## src/rtl/instr_fetch_unit_pkg.sv

```systemverilog
// Shared constants and payload types for the instruction fetch unit.
package instr_fetch_unit_pkg;

    localparam logic [31:0] IFU_RESET_PC     = 32'h0000_0000;
    localparam int unsigned IFU_FIFO_DEPTH   = 2;
    localparam logic [31:0] INST_NOP         = 32'h0000_0013;
    localparam int unsigned FETCH_WORD_BYTES = 4;

    // Instruction buffer entry; pc occupies the upper half.
    typedef struct packed {
        logic [31:0] pc;
        logic [31:0] inst;
    } fetch_entry_t;

endpackage

```

## src/rtl/instr_fetch_unit_if.sv

```systemverilog
// Fetch-stage bus bundle: imem request/response, decode handshake and redirect.
interface instr_fetch_unit_if;

    logic        imem_req_valid;
    logic        imem_req_ready;
    logic [31:0] imem_req_addr;
    logic        imem_rsp_valid;
    logic [31:0] imem_rsp_data;
    logic        inst_valid;
    logic        inst_ready;
    logic [31:0] inst_data;
    logic [31:0] inst_pc;
    logic        redirect_valid;
    logic [31:0] redirect_pc;
    logic        fetch_fault;

    modport master (
        output imem_req_valid, imem_req_addr, inst_valid, inst_data, inst_pc, fetch_fault,
        input  imem_req_ready, imem_rsp_valid, imem_rsp_data, inst_ready, redirect_valid, redirect_pc
    );

    modport slave (
        input  imem_req_valid, imem_req_addr, inst_valid, inst_data, inst_pc, fetch_fault,
        output imem_req_ready, imem_rsp_valid, imem_rsp_data, inst_ready, redirect_valid, redirect_pc
    );

endinterface

```

## src/rtl/instr_fetch_unit_fetch_fifo.sv

```systemverilog
// Synchronous FIFO with flush; head is read combinationally from the storage array.
module instr_fetch_unit_fetch_fifo #(
    parameter int unsigned WIDTH = 64,
    parameter int unsigned DEPTH = 2
) (
    input  logic                  clk,
    input  logic                  rst_n,
    input  logic                  i_flush,
    input  logic                  i_push,
    input  logic                  i_pop,
    input  logic [WIDTH-1:0]      i_data,
    output logic [WIDTH-1:0]      o_data,
    output logic [$clog2(DEPTH):0] o_count,
    output logic                  o_empty
);

    localparam int unsigned AW = $clog2(DEPTH);

    logic [WIDTH-1:0] r_mem [DEPTH];
    logic [AW-1:0]    r_wr_ptr;
    logic [AW-1:0]    r_rd_ptr;
    logic [AW:0]      r_count;

    // Pointers wrap naturally because DEPTH is a power of two.
    always_ff @(posedge clk or negedge rst_n) begin
        if (!rst_n) begin
            for (int unsigned i = 0; i < DEPTH; i++) r_mem[i] <= '0;
            r_wr_ptr <= '0;
            r_rd_ptr <= '0;
            r_count  <= '0;
        end else if (i_flush) begin
            r_wr_ptr <= '0;
            r_rd_ptr <= '0;
            r_count  <= '0;
        end else begin
            if (i_push) begin
                r_mem[r_wr_ptr] <= i_data;
                r_wr_ptr        <= r_wr_ptr + AW'(1);
            end
            if (i_pop) r_rd_ptr <= r_rd_ptr + AW'(1);
            case ({i_push, i_pop})
                2'b10:   r_count <= r_count + (AW+1)'(1);
                2'b01:   r_count <= r_count - (AW+1)'(1);
                default: r_count <= r_count;
            endcase
        end
    end

    assign o_data  = r_mem[r_rd_ptr];
    assign o_count = r_count;
    assign o_empty = (r_count == '0);

endmodule

```

## src/rtl/instr_fetch_unit.sv

```systemverilog
// Instruction fetch stage: owns the PC, issues credit-limited imem fetches, buffers words in order.
// Build option: define IFU_MISALIGN_CHECK_EN to fault and halt on misaligned redirect targets.
module instr_fetch_unit
    import instr_fetch_unit_pkg::*;
#(
    parameter logic [31:0] RESET_PC   = IFU_RESET_PC,
    parameter int unsigned FIFO_DEPTH = IFU_FIFO_DEPTH
) (
    input  logic               clk,
    input  logic               rst_n,
    instr_fetch_unit_if.master bus
);

    localparam int unsigned AW    = $clog2(FIFO_DEPTH);
    localparam int unsigned CNT_W = AW + 1;
    localparam int unsigned SUM_W = CNT_W + 1;

    logic [31:0]      r_pc;
    logic [CNT_W-1:0] r_outstanding;
    logic [CNT_W-1:0] r_drop_cnt;
    logic             r_active;
    logic [31:0]      r_tag_mem [FIFO_DEPTH];
    logic [AW-1:0]    r_tag_wr;
    logic [AW-1:0]    r_tag_rd;

    logic [CNT_W-1:0] w_fifo_count;
    logic             w_fifo_empty;
    logic             w_fault_hold;
    logic             w_credit;
    logic             w_req_valid;
    logic             w_req_fire;
    logic             w_rsp_keep;
    logic             w_inst_valid;
    logic             w_pop;
    logic             w_redirect;
    logic [31:0]      w_redirect_tgt;
    fetch_entry_t     w_push_entry;
    fetch_entry_t     w_head;

    assign w_redirect     = bus.redirect_valid;
    assign w_redirect_tgt = bus.redirect_pc & ~32'd3;

    // Requests in flight plus buffered words may never exceed the buffer size.
    assign w_credit    = (SUM_W'(r_outstanding) + SUM_W'(w_fifo_count)) < SUM_W'(FIFO_DEPTH);
    assign w_req_valid = r_active && w_credit && !w_redirect && (r_drop_cnt == '0) && !w_fault_hold;
    assign w_req_fire  = w_req_valid && bus.imem_req_ready;
    assign w_rsp_keep  = bus.imem_rsp_valid && !w_redirect && (r_drop_cnt == '0);
    assign w_inst_valid = !w_fifo_empty && !w_redirect;
    assign w_pop        = w_inst_valid && bus.inst_ready;

`ifdef IFU_MISALIGN_CHECK_EN
    logic r_fault;

    always_ff @(posedge clk or negedge rst_n) begin
        if (!rst_n)          r_fault <= 1'b0;
        else if (w_redirect) r_fault <= |bus.redirect_pc[1:0];
    end

    assign w_fault_hold    = r_fault;
    assign bus.fetch_fault = r_fault;
`else
    assign w_fault_hold    = 1'b0;
    assign bus.fetch_fault = 1'b0;
`endif

    // PC, in-flight count and the number of stale responses still to be discarded.
    always_ff @(posedge clk or negedge rst_n) begin
        if (!rst_n) begin
            r_pc          <= RESET_PC;
            r_outstanding <= '0;
            r_drop_cnt    <= '0;
            r_active      <= 1'b0;
        end else begin
            r_active      <= 1'b1;
            r_outstanding <= r_outstanding + CNT_W'(w_req_fire) - CNT_W'(bus.imem_rsp_valid);
            if (w_redirect) begin
                r_pc       <= w_redirect_tgt;
                r_drop_cnt <= r_outstanding - CNT_W'(bus.imem_rsp_valid);
            end else begin
                if (w_req_fire) r_pc <= r_pc + 32'(FETCH_WORD_BYTES);
                if (bus.imem_rsp_valid && (r_drop_cnt != '0))
                    r_drop_cnt <= r_drop_cnt - CNT_W'(1);
            end
        end
    end

    // In-order queue of request addresses used to tag kept responses.
    always_ff @(posedge clk or negedge rst_n) begin
        if (!rst_n) begin
            for (int unsigned i = 0; i < FIFO_DEPTH; i++) r_tag_mem[i] <= '0;
            r_tag_wr <= '0;
            r_tag_rd <= '0;
        end else if (w_redirect) begin
            r_tag_wr <= '0;
            r_tag_rd <= '0;
        end else begin
            if (w_req_fire) begin
                r_tag_mem[r_tag_wr] <= r_pc;
                r_tag_wr            <= r_tag_wr + AW'(1);
            end
            if (w_rsp_keep) r_tag_rd <= r_tag_rd + AW'(1);
        end
    end

    assign w_push_entry = '{pc: r_tag_mem[r_tag_rd], inst: bus.imem_rsp_data};

    instr_fetch_unit_fetch_fifo #(
        .WIDTH ($bits(fetch_entry_t)),
        .DEPTH (FIFO_DEPTH)
    ) u_inst_fifo (
        .clk     (clk),
        .rst_n   (rst_n),
        .i_flush (w_redirect),
        .i_push  (w_rsp_keep),
        .i_pop   (w_pop),
        .i_data  (w_push_entry),
        .o_data  (w_head),
        .o_count (w_fifo_count),
        .o_empty (w_fifo_empty)
    );

    assign bus.imem_req_valid = w_req_valid;
    assign bus.imem_req_addr  = r_pc;
    assign bus.inst_valid     = w_inst_valid;
    assign bus.inst_data      = w_head.inst;
    assign bus.inst_pc        = w_head.pc;

endmodule

```

## src/flat_wrapper.sv

```systemverilog
// flat-port wrapper written by rule: the top's interface ports become plain ports
module instr_fetch_unit_flat import instr_fetch_unit_pkg::*;
#(
    parameter logic [31:0] RESET_PC   = IFU_RESET_PC,
    parameter int unsigned FIFO_DEPTH = IFU_FIFO_DEPTH
)
  (clk, rst_n, bus_imem_req_valid, bus_imem_req_addr, bus_inst_valid, bus_inst_data, bus_inst_pc, bus_fetch_fault, bus_imem_req_ready, bus_imem_rsp_valid, bus_imem_rsp_data, bus_inst_ready, bus_redirect_valid, bus_redirect_pc);
  instr_fetch_unit_if bus_i ();
  input  logic clk;
  input  logic rst_n;
  output wire logic [$bits(bus_i.imem_req_valid)-1:0] bus_imem_req_valid;
  output wire logic [$bits(bus_i.imem_req_addr)-1:0] bus_imem_req_addr;
  output wire logic [$bits(bus_i.inst_valid)-1:0] bus_inst_valid;
  output wire logic [$bits(bus_i.inst_data)-1:0] bus_inst_data;
  output wire logic [$bits(bus_i.inst_pc)-1:0] bus_inst_pc;
  output wire logic [$bits(bus_i.fetch_fault)-1:0] bus_fetch_fault;
  input wire logic [$bits(bus_i.imem_req_ready)-1:0] bus_imem_req_ready;
  input wire logic [$bits(bus_i.imem_rsp_valid)-1:0] bus_imem_rsp_valid;
  input wire logic [$bits(bus_i.imem_rsp_data)-1:0] bus_imem_rsp_data;
  input wire logic [$bits(bus_i.inst_ready)-1:0] bus_inst_ready;
  input wire logic [$bits(bus_i.redirect_valid)-1:0] bus_redirect_valid;
  input wire logic [$bits(bus_i.redirect_pc)-1:0] bus_redirect_pc;
  assign bus_imem_req_valid = bus_i.imem_req_valid;
  assign bus_imem_req_addr = bus_i.imem_req_addr;
  assign bus_inst_valid = bus_i.inst_valid;
  assign bus_inst_data = bus_i.inst_data;
  assign bus_inst_pc = bus_i.inst_pc;
  assign bus_fetch_fault = bus_i.fetch_fault;
  assign bus_i.imem_req_ready = bus_imem_req_ready;
  assign bus_i.imem_rsp_valid = bus_imem_rsp_valid;
  assign bus_i.imem_rsp_data = bus_imem_rsp_data;
  assign bus_i.inst_ready = bus_inst_ready;
  assign bus_i.redirect_valid = bus_redirect_valid;
  assign bus_i.redirect_pc = bus_redirect_pc;
  instr_fetch_unit #(.RESET_PC(RESET_PC), .FIFO_DEPTH(FIFO_DEPTH)) u_core (.clk(clk), .rst_n(rst_n), .bus(bus_i));
endmodule
```

## config.mk

```make
export PLATFORM = sky130hd
export DESIGN_NAME = instr_fetch_unit_flat
export DESIGN_NICKNAME = d
export VERILOG_FILES = /design/src/rtl/instr_fetch_unit_pkg.sv /design/src/rtl/instr_fetch_unit_if.sv /design/src/rtl/instr_fetch_unit_fetch_fifo.sv /design/src/rtl/instr_fetch_unit.sv /design/src/flat_wrapper.sv
export SDC_FILE = /design/constraint.sdc
export NUM_CORES = 1
export LEC_CHECK = 0
export ABC_AREA = 1
export CAP_MARGIN = 10
export CORE_ASPECT_RATIO = 2
export CORE_MARGIN = 4
export CORE_UTILIZATION = 45
export DETAILED_ROUTE_END_ITERATION = 7
export HOLD_SLACK_MARGIN = 0.03
export PLACE_DENSITY_LB_ADDON = 0.05
export SYNTH_ARGS = -nofsm -noshare
export SYNTH_HDL_FRONTEND = slang
export SYNTH_SLANG_ARGS = --single-unit
```

## constraint.sdc

```tcl
create_clock -name clk -period 2.04 [get_ports clk]
set_clock_uncertainty 0.15 [all_clocks]
set_input_delay 0.204 -clock clk [delete_from_list [all_inputs] [get_ports clk]]
set_output_delay 0.204 -clock clk [all_outputs]
set_load 0.1 [all_outputs]
```

==> results of run 1 <==
[synth_stat cells]
| master | n |
|---|---|
| o21ai_2 | 12 |
| xnor2_1 | 2 |
| nand2_2 | 1 |
| or2_2 | 1 |
| nor2_4 | 3 |
| dfrtp_1 | 225 |
| inv_8 | 1 |
| nand2_4 | 3 |
| mux2_2 | 30 |
| nand2_1 | 546 |
| clkbuf_1 | 19 |
| nor2_2 | 3 |
| inv_2 | 2 |
| xor2_1 | 5 |
| conb_1 | 2 |
| o211ai_1 | 6 |
| fa_1 | 1 |
| o21ai_0 | 127 |
| buf_6 | 16 |
| o21a_1 | 1 |
| nand3_1 | 64 |
| o21ai_1 | 62 |
| inv_1 | 124 |
| buf_4 | 9 |
| nor2_1 | 42 |
| o21bai_1 | 1 |
| ha_1 | 4 |
| buf_2 | 26 |
| nand3_4 | 1 |
| inv_4 | 1 |
[flip-flops by register name, summed over array words and instances (netlist names)]
signal                       flops
u_core.u_inst_fifo.r_rd_ptr      1
u_core.bus.imem_req_addr        30
u_core.r_tag_rd                  1
u_core.r_drop_cnt                2
u_core.r_tag_mem                60
u_core.u_inst_fifo.o_count       2
u_core.r_tag_wr                  1
u_core.u_inst_fifo.r_mem       124
u_core.r_active                  1
u_core.r_outstanding             2
u_core.u_inst_fifo.r_wr_ptr      1
[kinds of logic (layout without fill, tap and decap cells)]
group / after synthesis / count (layout) / synth area share (%)
and+or+nand+nor: 664 / 664 / 24.48
DFF: 225 / 225 / 52.13
AOI/OAI and AO/OA: 209 / 209 / 10.29
buffers and inverters: 198 / 439 / 8.699
muxes: 30 / 30 / 3.127
xor gates and xnor gates: 7 / 7 / 0.5676
adders and majority gates: 5 / 5 / 0.6487
other: 2 / 6 / 0.06953
[per-layer routing]
layer	GRT usage, %	wire length, um	up-vias
met5	0	0	-
met4	10.95	1328	0
met3	2.859	1174	69
met2	44.00	17090	252
met1	26.46	11890	4648
li1	-	-	4674
[per-stage QoR]
step | worst slack, ns | power, uW | hold WS (ns) | instances | instance area [um^2]
floorplan | -0.4648 | 15490 | -0.2416 | 1344 | 11010
global placement | -0.1294 | 20210 | 0.02635 | 1782 | 13920
detailed placement | -0.1285 | 20360 | 0.03496 | 1782 | 13920
CTS | -0.4044 | 26500 | 0.08443 | 1865 | 16260
global route | -0.4356 | 28100 | 0.1165 | 1872 | 16800
finish | -0.3707 | 26940 | 0.06603 | 1872 | 16800
[final cells by class]
class | count | area [um^2] | share of cell area (%)
tap | 287 | 359.1 | 2.138
sequential | 225 | 5634 | 33.54
timing repair buffer | 272 | 4059 | 24.16
inverter | 128 | 505.5 | 3.009
multi-input combinational | 921 | 5515 | 32.83
clock buffer | 35 | 680.7 | 4.052
clock inverter | 4 | 45.04 | 0.2681
[repair_timing]
| action | 4_1_cts | 5_1_grt |
|---|---|---|
| setup endpoints to repair | 152 | 155 |
| pin swaps | 32 | 24 |
| hold buffers | 1 | 0 |
| endpoints found under the hold margin | 225 | 0 |
| resized for setup | 196 | 110 |
| gates cloned | 18 | 3 |
| buffers inserted | 26 | 5 |
[power by group through the flow]
stage	clock network (uW)	registers (uW)	logic [uW]
after CTS	4200	6720	15600
after floorplan	0	7130	8360
final	4100	6800	16000
after global placement	0	6660	13600
after detailed placement	0	6710	13700
after global routing	4390	6950	16800
[worst max-delay path by stage]
stage                                                         start  slack (ns)  cells after the start                                 endpoint
after floorplan           u_core.u_inst_fifo.o_count[0]$_DFFE_PN0P_       -0.46                     12         u_core.r_tag_mem[43]$_DFFE_PN0P_
after global placement    u_core.u_inst_fifo.o_count[0]$_DFFE_PN0P_       -0.13                     11  u_core.bus.imem_req_addr[5]$_DFFE_PN0P_
after detailed placement  u_core.u_inst_fifo.o_count[0]$_DFFE_PN0P_       -0.13                     12         u_core.r_tag_mem[43]$_DFFE_PN0P_
after CTS                 u_core.u_inst_fifo.o_count[0]$_DFFE_PN0P_       -0.40                      8                       bus_imem_req_valid
after global routing      u_core.u_inst_fifo.o_count[0]$_DFFE_PN0P_       -0.44                      8                       bus_imem_req_valid
final                     u_core.u_inst_fifo.o_count[0]$_DFFE_PN0P_       -0.37                      8                       bus_imem_req_valid
==> metrics.txt, run 1 <==
fraction of power consumed by sequential logic 25.2%; switching share of total power 46.92%; vias in the first global route 9,845; CP required 1.69 ns; Worst Max-Slew Pin Slew 0.5198 ns; Fmax achieved 414.8 MHz; CTS tree yes; failing checks setup timing; Cell Area, Synth 0.01080 mm^2; Synth Instances 1,340; Setup Crit Path Kind flip-flop to output port; most frequent cells in the layout nand2_1, dfrtp_1, inv_1; slowest CP cell fa_1; Final #Nets 1,645; Critical Path AT 2.06 ns; CP Buf/Inv Count 3; Seq cells post-synth 225; via count 9,643; Clock H-tree levels 1; Die Wd 117.6 um; Synth top area share 52.13%; # rows 80; Max Root-Sink Buffers 3; CP top delay family adder cells; antenna violations before repair 0; clk_lat worst skew 0.51 ns; Hold Path Class input pin to async pin; CTS clock-pin slew for the worst setup and hold paths 0.07 ns; crit start category flip-flop; largest fanout on the critical path 2; top cells by area, synth dfrtp_1, nand2_1, o21ai_0; Boundary Pins 169; unrepaired setup endpoints after global routing yes; Lkg Pwr 0.008133 uW; Die Y 227.1 um; VDD IR-drop max 0.9209 mV; Area Growth Syn to Fin 55.52%; R2R depth 13; Tmin final 2.411 ns; Antenna Cells 0; WL final 31.48 mm; Clock power frac 15.2%; flop2flop setup slack -0.30 ns; Port Buffer Count 161; DR pass1 iterations 5; switching power 12,640 uW; fillers 1,842; crit end category output port; HPWL Detailed 19.59 mm; status finished with violations; YS warnings 0; final setup fails 156; post-route ant nets 0; Root Buffer clkbuf_16; internal power 14,300 uW; DRT iter0 DRCs 591; Yosys cell types 30; first-pass GRT wire length 50.80 mm; final hold violations 0; synthesized area per cell 8.061 um^2; Crit Reg-Reg Endpoint u_core.r_tag_mem[14]$_DFFE_PN0P_; DRC Markers 0; Congestion Overflow GR 0; die area 0.02670 mm^2; Max-Slew Margin vs Limit 65.34%; core area 0.02372 mm^2; max-cap viol count 0; setup TNS -29.65 ns; Worst R2R Start u_core.u_inst_fifo.o_count[0]$_DFFE_PN0P_; Critical Path Max Stage Delay 0.46 ns; clk sinks 225; Seq/Total Area, Yosys 52.13%; layout cell share with drive strength beyond 1 30.16%; Power per Cell Area 1603 mW/mm^2; Final Util 70.81%; largest net degree at the start of global routing 59; cell taking the most area after synthesis dfrtp_1; vias per cell 5.151; worst-path cell chain nand2_1 -> inv_2 -> fa_1 -> nor2_2 -> nand2_2 -> nor2_4 -> buf_6 -> buf_12; drt wl/cell 16.82 um; slack of the critical path -0.3707 ns; Gate power share 59.5%; period utilization 118.2%; Starting Density 45.53%; Slew Limit Fails 0; GRT Util Overall 23.42%; GP Congestion 0.8774; most common cell after layout, fill and taps aside nand2_1; total CTS buffers 22
(Power assumes the default switching activity.)
==> run 2, diff against run 1 <==
Settings changed: ABC_CLOCK_PERIOD_IN_PS from default to 2040, SYNTH_HIERARCHICAL from default to 1.
==> metrics.txt, run 2 <==
switching share of total power 43.27%; Die Wd 119.3 um; HPWL Detailed 19.00 mm; Slew Limit Fails 0; antenna violations before repair 0; Final #Nets 1,523; Gate power share 51.7%; Congestion Overflow GR 0; CP Buf/Inv Count 3; Antenna Cells 0; GP Congestion 0.8878; Area Growth Syn to Fin 47.32%; Root Buffer clkbuf_16; Final Util 67.24%; most common flop cell mapped by yosys dfrtp_1; fillers 1,948; fin area 0.01642 mm^2; cell taking the most area after synthesis dfrtp_1; flop2flop setup slack -0.30 ns; fraction of power consumed by sequential logic 29.6%; worst-path cell chain nand2_1 -> inv_1 -> fa_1 -> nor2_1 -> nand2_1 -> nor2_4 -> buf_6 -> buf_12; CP required 1.69 ns; status finished with violations; slowest CP cell fa_1; Boundary Pins 169; CTS tree yes; Synth Instances 1,231; Yosys cell types 35; largest fanout on the critical path 2; Critical Path Max Stage Delay 0.44 ns; Seq/Total Area, Yosys 51.41%; clk_lat worst skew 0.52 ns; # rows 81; Hold Path Class input pin to async pin; core area 0.02442 mm^2; Fmax achieved 417.1 MHz; Seq cells post-synth 229; Worst Max-Slew Pin Slew 0.7029 ns; setup TNS -22.50 ns; unrepaired setup endpoints after global routing yes; R2R depth 12; worst hold slack 0.08514 ns; top-count cell post-synth nand2_1; Critical Path Source u_core/u_inst_fifo/o_count[0]$_DFFE_PN0P_; layout cell share with drive strength beyond 1 34.72%; CTS clock-pin slew for the worst setup and hold paths 0.06 ns; final setup fails 158; Largest Register u_core/u_inst_fifo/r_mem; Lkg Pwr 0.007596 uW; Setup Crit Path Kind flip-flop to output port; Starting Density 45.64%; top cells by area, synth dfrtp_1, nand2_1, mux2_2; first-pass GRT wire length 46.33 mm; switching power 9667 uW; WL final 30.31 mm; total CTS buffers 22; vias per cell 5.015; Die Y 230.6 um; most frequent cells in the layout nand2_1, dfrtp_1, inv_1; max reg flops 128; async set or reset register ratio after synthesis 100.0%; DRT iter0 DRCs 492; Max Root-Sink Buffers 3; GRT Util Overall 20.69%; DR pass1 iterations 5; Clock H-tree levels 1; number of synthesized flops with an enable pin 0; final hold violations 0; die area 0.02751 mm^2; Max-Slew Margin vs Limit 53.14%; DRC Markers 0; clk sinks 229; drt wl/cell 16.89 um; Power per Cell Area 1361 mW/mm^2; period utilization 117.5%; crit end category output port; Critical Path AT 2.04 ns; YS warnings 6; max-cap viol count 0; Port Buffer Count 163; Crit Reg-Reg Endpoint u_core/r_outstanding[1]$_DFF_PN0_; post-route ant nets 0; Clock power frac 18.7%; largest net degree at the start of global routing 68; CP top delay family adder cells; synthesized area per cell 9.055 um^2; synth cell count leaders nand2_1, dfrtp_1, o21ai_1; vias in the first global route 8,881; internal power 12,680 uW; slack of the critical path -0.3574 ns; Worst R2R Start u_core/u_inst_fifo/o_count[0]$_DFFE_PN0P_; Synth top area share 51.41%; most frequent CP cell nand2_1; most common cell after layout, fill and taps aside nand2_1; Cell Area, Placed 0.01398 mm^2; Cell Area, Synth 0.01115 mm^2; failing checks setup timing; Tmin final 2.397 ns; crit start category flip-flop; via count 9,002; VDD IR-drop max 0.6888 mV
==> run 2: worst max path at each step <==
stage               cells after the start                                 to  slack, ns
floorplan                              12  u_core/r_outstanding[1]$_DFF_PN0_      -0.71
global route                            8                 bus_imem_req_valid      -0.45
finish                                  8                 bus_imem_req_valid      -0.36
detailed placement                     11  u_core/r_outstanding[1]$_DFF_PN0_      -0.18
CTS                                     8                 bus_imem_req_valid      -0.34
global placement                       11  u_core/r_outstanding[1]$_DFF_PN0_      -0.16
==> run 2: per-layer routing <==
metal | track usage [%] | up-vias | routed length (um)
met5 | 0 | - | 0
met4 | 8.032 | 0 | 1200
met3 | 2.354 | 64 | 1087
met2 | 37.98 | 214 | 16550
met1 | 24.52 | 4308 | 11480
li1 | - | 4416 | -
==> run 2: kinds of logic (layout without fill, tap and decap cells) <==
family / count (synthesis) / count (layout) / synth area share [%]
AO/OA/AOI/OAI: 213 / 213 / 11.15
XOR/XNOR: 6 / 6 / 0.4714
adder cells (fa/ha/maj): 6 / 6 / 0.7408
buffers and inverters: 198 / 418 / 8.890
flip-flops: 229 / 229 / 51.41
multiplexers: 94 / 94 / 9.496
other: 2 / 6 / 0.06737
AND/OR/NAND/NOR: 483 / 491 / 17.78
==> run 2: what timing repair did <==
| action | 4_1_cts | 5_1_grt |
|---|---|---|
| hold buffers | 1 | 0 |
| buffers inserted | 13 | 2 |
| gates resized for setup | 97 | 187 |
| setup endpoints to repair | 155 | 173 |
| cloned | 12 | 13 |
| hold endpoints to repair | 229 | 0 |
| pin swaps | 7 | 20 |
==> run 2: stage by stage <==
stage	total power, uW	worst slack [ns]	std cells
final	22340	-0.3574	1795
after global routing	23370	-0.4487	1795
after CTS	21820	-0.3364	1783
after detailed placement	17000	-0.1832	1717
after global placement	16860	-0.1574	1717
after floorplan	13440	-0.7109	1235
==> run 2: final cells by class <==
type	instances	area [um^2]	share of cell area [%]
clock buffer	36	684.4	4.168
sequential	229	5733	34.91
multi-input combinational	816	5495	33.46
inverter	133	535.5	3.261
tap	332	415.4	2.530
clock inverter	4	48.80	0.2971
timing repair inverter	1	16.27	0.09905
timing repair buffer	244	3493	21.27
==> run 2: power by group through the flow <==
stage | Sequential, uW | Combinational [uW] | Clock (uW)
floorplan | 6930 | 6510 | 0
detailed placement | 6490 | 10500 | 0
global route | 6780 | 12100 | 4460
CTS | 6450 | 11100 | 4270
global placement | 6430 | 10400 | 0
finish | 6620 | 11600 | 4170
==> run 3, diff against run 2 <==
Settings changed: ABC_CLOCK_PERIOD_IN_PS 2040 to 2630.
Clock period 2.04 ns to 2.63 ns, I/O delays scaled along.
==> metrics.txt, run 3 (synthesized netlist as in run 2, its figures left out) <==
final setup fails 0; largest net degree at the start of global routing 129; most frequent CP cell buf_12; antenna violations before repair 0; setup bufs post-CTS 0; Fmax achieved 404.4 MHz; # rows 81; die area 0.02751 mm^2; flop2flop setup slack 0.28 ns; max-cap viol count 0; Max-Slew Margin vs Limit 55.84%; core area 0.02442 mm^2; Lkg Pwr 0.006673 uW; CTS tree yes; HPWL Detailed 17.97 mm; hold path start bus_imem_rsp_data[1]; DRT iter0 DRCs 518; R2R depth 11; Crit Reg-Reg Endpoint u_core/r_tag_mem[4]$_DFFE_PN0P_; Setup Crit Path Kind flip-flop to output port; Area Growth Syn to Fin 27.61%; fin area 0.01422 mm^2; Finished Layout Cells 1,719; Max Root-Sink Buffers 3; first-pass GRT wire length 42.44 mm; Starting Density 45.64%; Hold Path Sink u_core/u_inst_fifo/r_mem[65]$_DFFE_PN0P_; vias per cell 4.906; total CTS buffers 21; slack of the critical path 0.1572 ns; GP Congestion 0.8918; drt wl/cell 14.99 um; VDD IR-drop max 0.5909 mV; Clock H-tree levels 1; period utilization 94.02%; Critical Path Max Stage Delay 0.59 ns; unrepaired setup endpoints after global routing no; Worst R2R Start u_core/u_inst_fifo/o_count[0]$_DFFE_PN0P_; max reg flops 128; Die Y 230.6 um; layout cell share with drive strength beyond 1 21.85%; GRT Util Overall 18.81%; Port Buffer Count 163; Tmin final 2.473 ns; Place WS 0.1426 ns; WL final 25.77 mm; Hold Crit Depth 3; clk_lat worst skew 0.50 ns; CP top delay family flip-flops; CP Buf/Inv Count 2; slowest CP cell dfrtp_2; Power per Cell Area 1107 mW/mm^2; final hold violations 0; DRC Markers 0; Cell Area, Placed 0.01358 mm^2; Congestion Overflow GR 0; CTS clock-pin slew for the worst setup and hold paths 0.07 ns; post-route ant nets 0; clk sinks 229; number of placed instances, taps included 1,685; most common cell after layout, fill and taps aside nand2_1; Largest Register u_core/u_inst_fifo/r_mem; DR pass1 iterations 5; Hold Path Class input pin to flip-flop; Final #Nets 1,453; Worst Max-Slew Pin Slew 0.6624 ns; Boundary Pins 169; Die Wd 119.3 um; Root Buffer clkbuf_16; largest fanout on the critical path 45; Antenna Cells 0; Critical Path AT 2.06 ns; crit start category flip-flop; worst-path cell chain buf_12 -> mux2_2 -> buf_12; vias in the first global route 8,347; via count 8,433; worst hold slack 0.1821 ns; setup TNS 0 ns; crit end category output port; most frequent cells in the layout nand2_1, dfrtp_1, o21ai_1; Slew Limit Fails 0; CP required 2.22 ns; status finished, final reports clean
## run 3: power breakdown
group	total [uW]	internal [uW]	switching (uW)
clock network	2870	1600	1270
registers	4980	4440	543
logic	7900	2790	5110
## run 3: layout make-up
type	instances	area (um^2)
flip-flops and latches	229	5732
inverters	133	506.7
repair buffers	184	2470
fillers	2202	10200
clock inverters	3	15.01
well taps	332	415.4
multi-input cells	808	4477
clock buffers	30	609.3
## run 3: metrics by stage
step | utilization (%) | total power [uW]
floorplan | - | 10410
global placement | 55.61 | 12910
detailed placement | 55.61 | 13000
CTS | 58.20 | 15950
global route | 58.24 | 16550
finish | 58.24 | 15750
## run 3: worst max-delay path by stage
stage	startpoint	end	slack, ns	cells past startpoint
6_report	u_core/u_inst_fifo/r_rd_ptr$_DFFE_PN0P_	bus_inst_pc[11]	0.16	3
3_3_place_gp	u_core/r_outstanding[0]$_DFF_PN0_	u_core/r_tag_mem[26]$_DFFE_PN0P_	0.19	11
2_1_floorplan	u_core/u_inst_fifo/o_count[0]$_DFFE_PN0P_	u_core/r_outstanding[1]$_DFF_PN0_	-0.12	12
3_5_place_dp	u_core/u_inst_fifo/o_count[0]$_DFFE_PN0P_	u_core/r_tag_mem[4]$_DFFE_PN0P_	0.14	11
5_1_grt	u_core/u_inst_fifo/r_rd_ptr$_DFFE_PN0P_	bus_inst_pc[11]	0.09	3
4_1_cts	u_core/u_inst_fifo/r_rd_ptr$_DFFE_PN0P_	bus_inst_pc[11]	0.1	3
## run 3: layer usage
metal  track usage, %  wire length [um]  vias to the layer above
met3            1.765               857                       48
met1            22.86             10820                     3953
met5                0                 0                        -
met2            34.05             13190                      186
li1                 -                 -                     4246
met4            7.530               909                        0
## run 3: repair_timing
item	4_1_cts	5_1_grt
setup endpoints to repair	0	29
hold endpoints to repair	74	0
hold buffers	1	0
gates resized for setup	0	1
## run 3: worst reg2reg max path: stages, from the launching register on
cell	delay [ns]
dfrtp_1	0.41
nand2_1	0.07
inv_1	0.04
fa_1	0.43
nor2_1	0.11
nand2_1	0.09
nor2_4	0.17
nand2_4	0.13
inv_6	0.17
nand2_8	0.24
nand2_1	0.15
o21ai_1	0.07
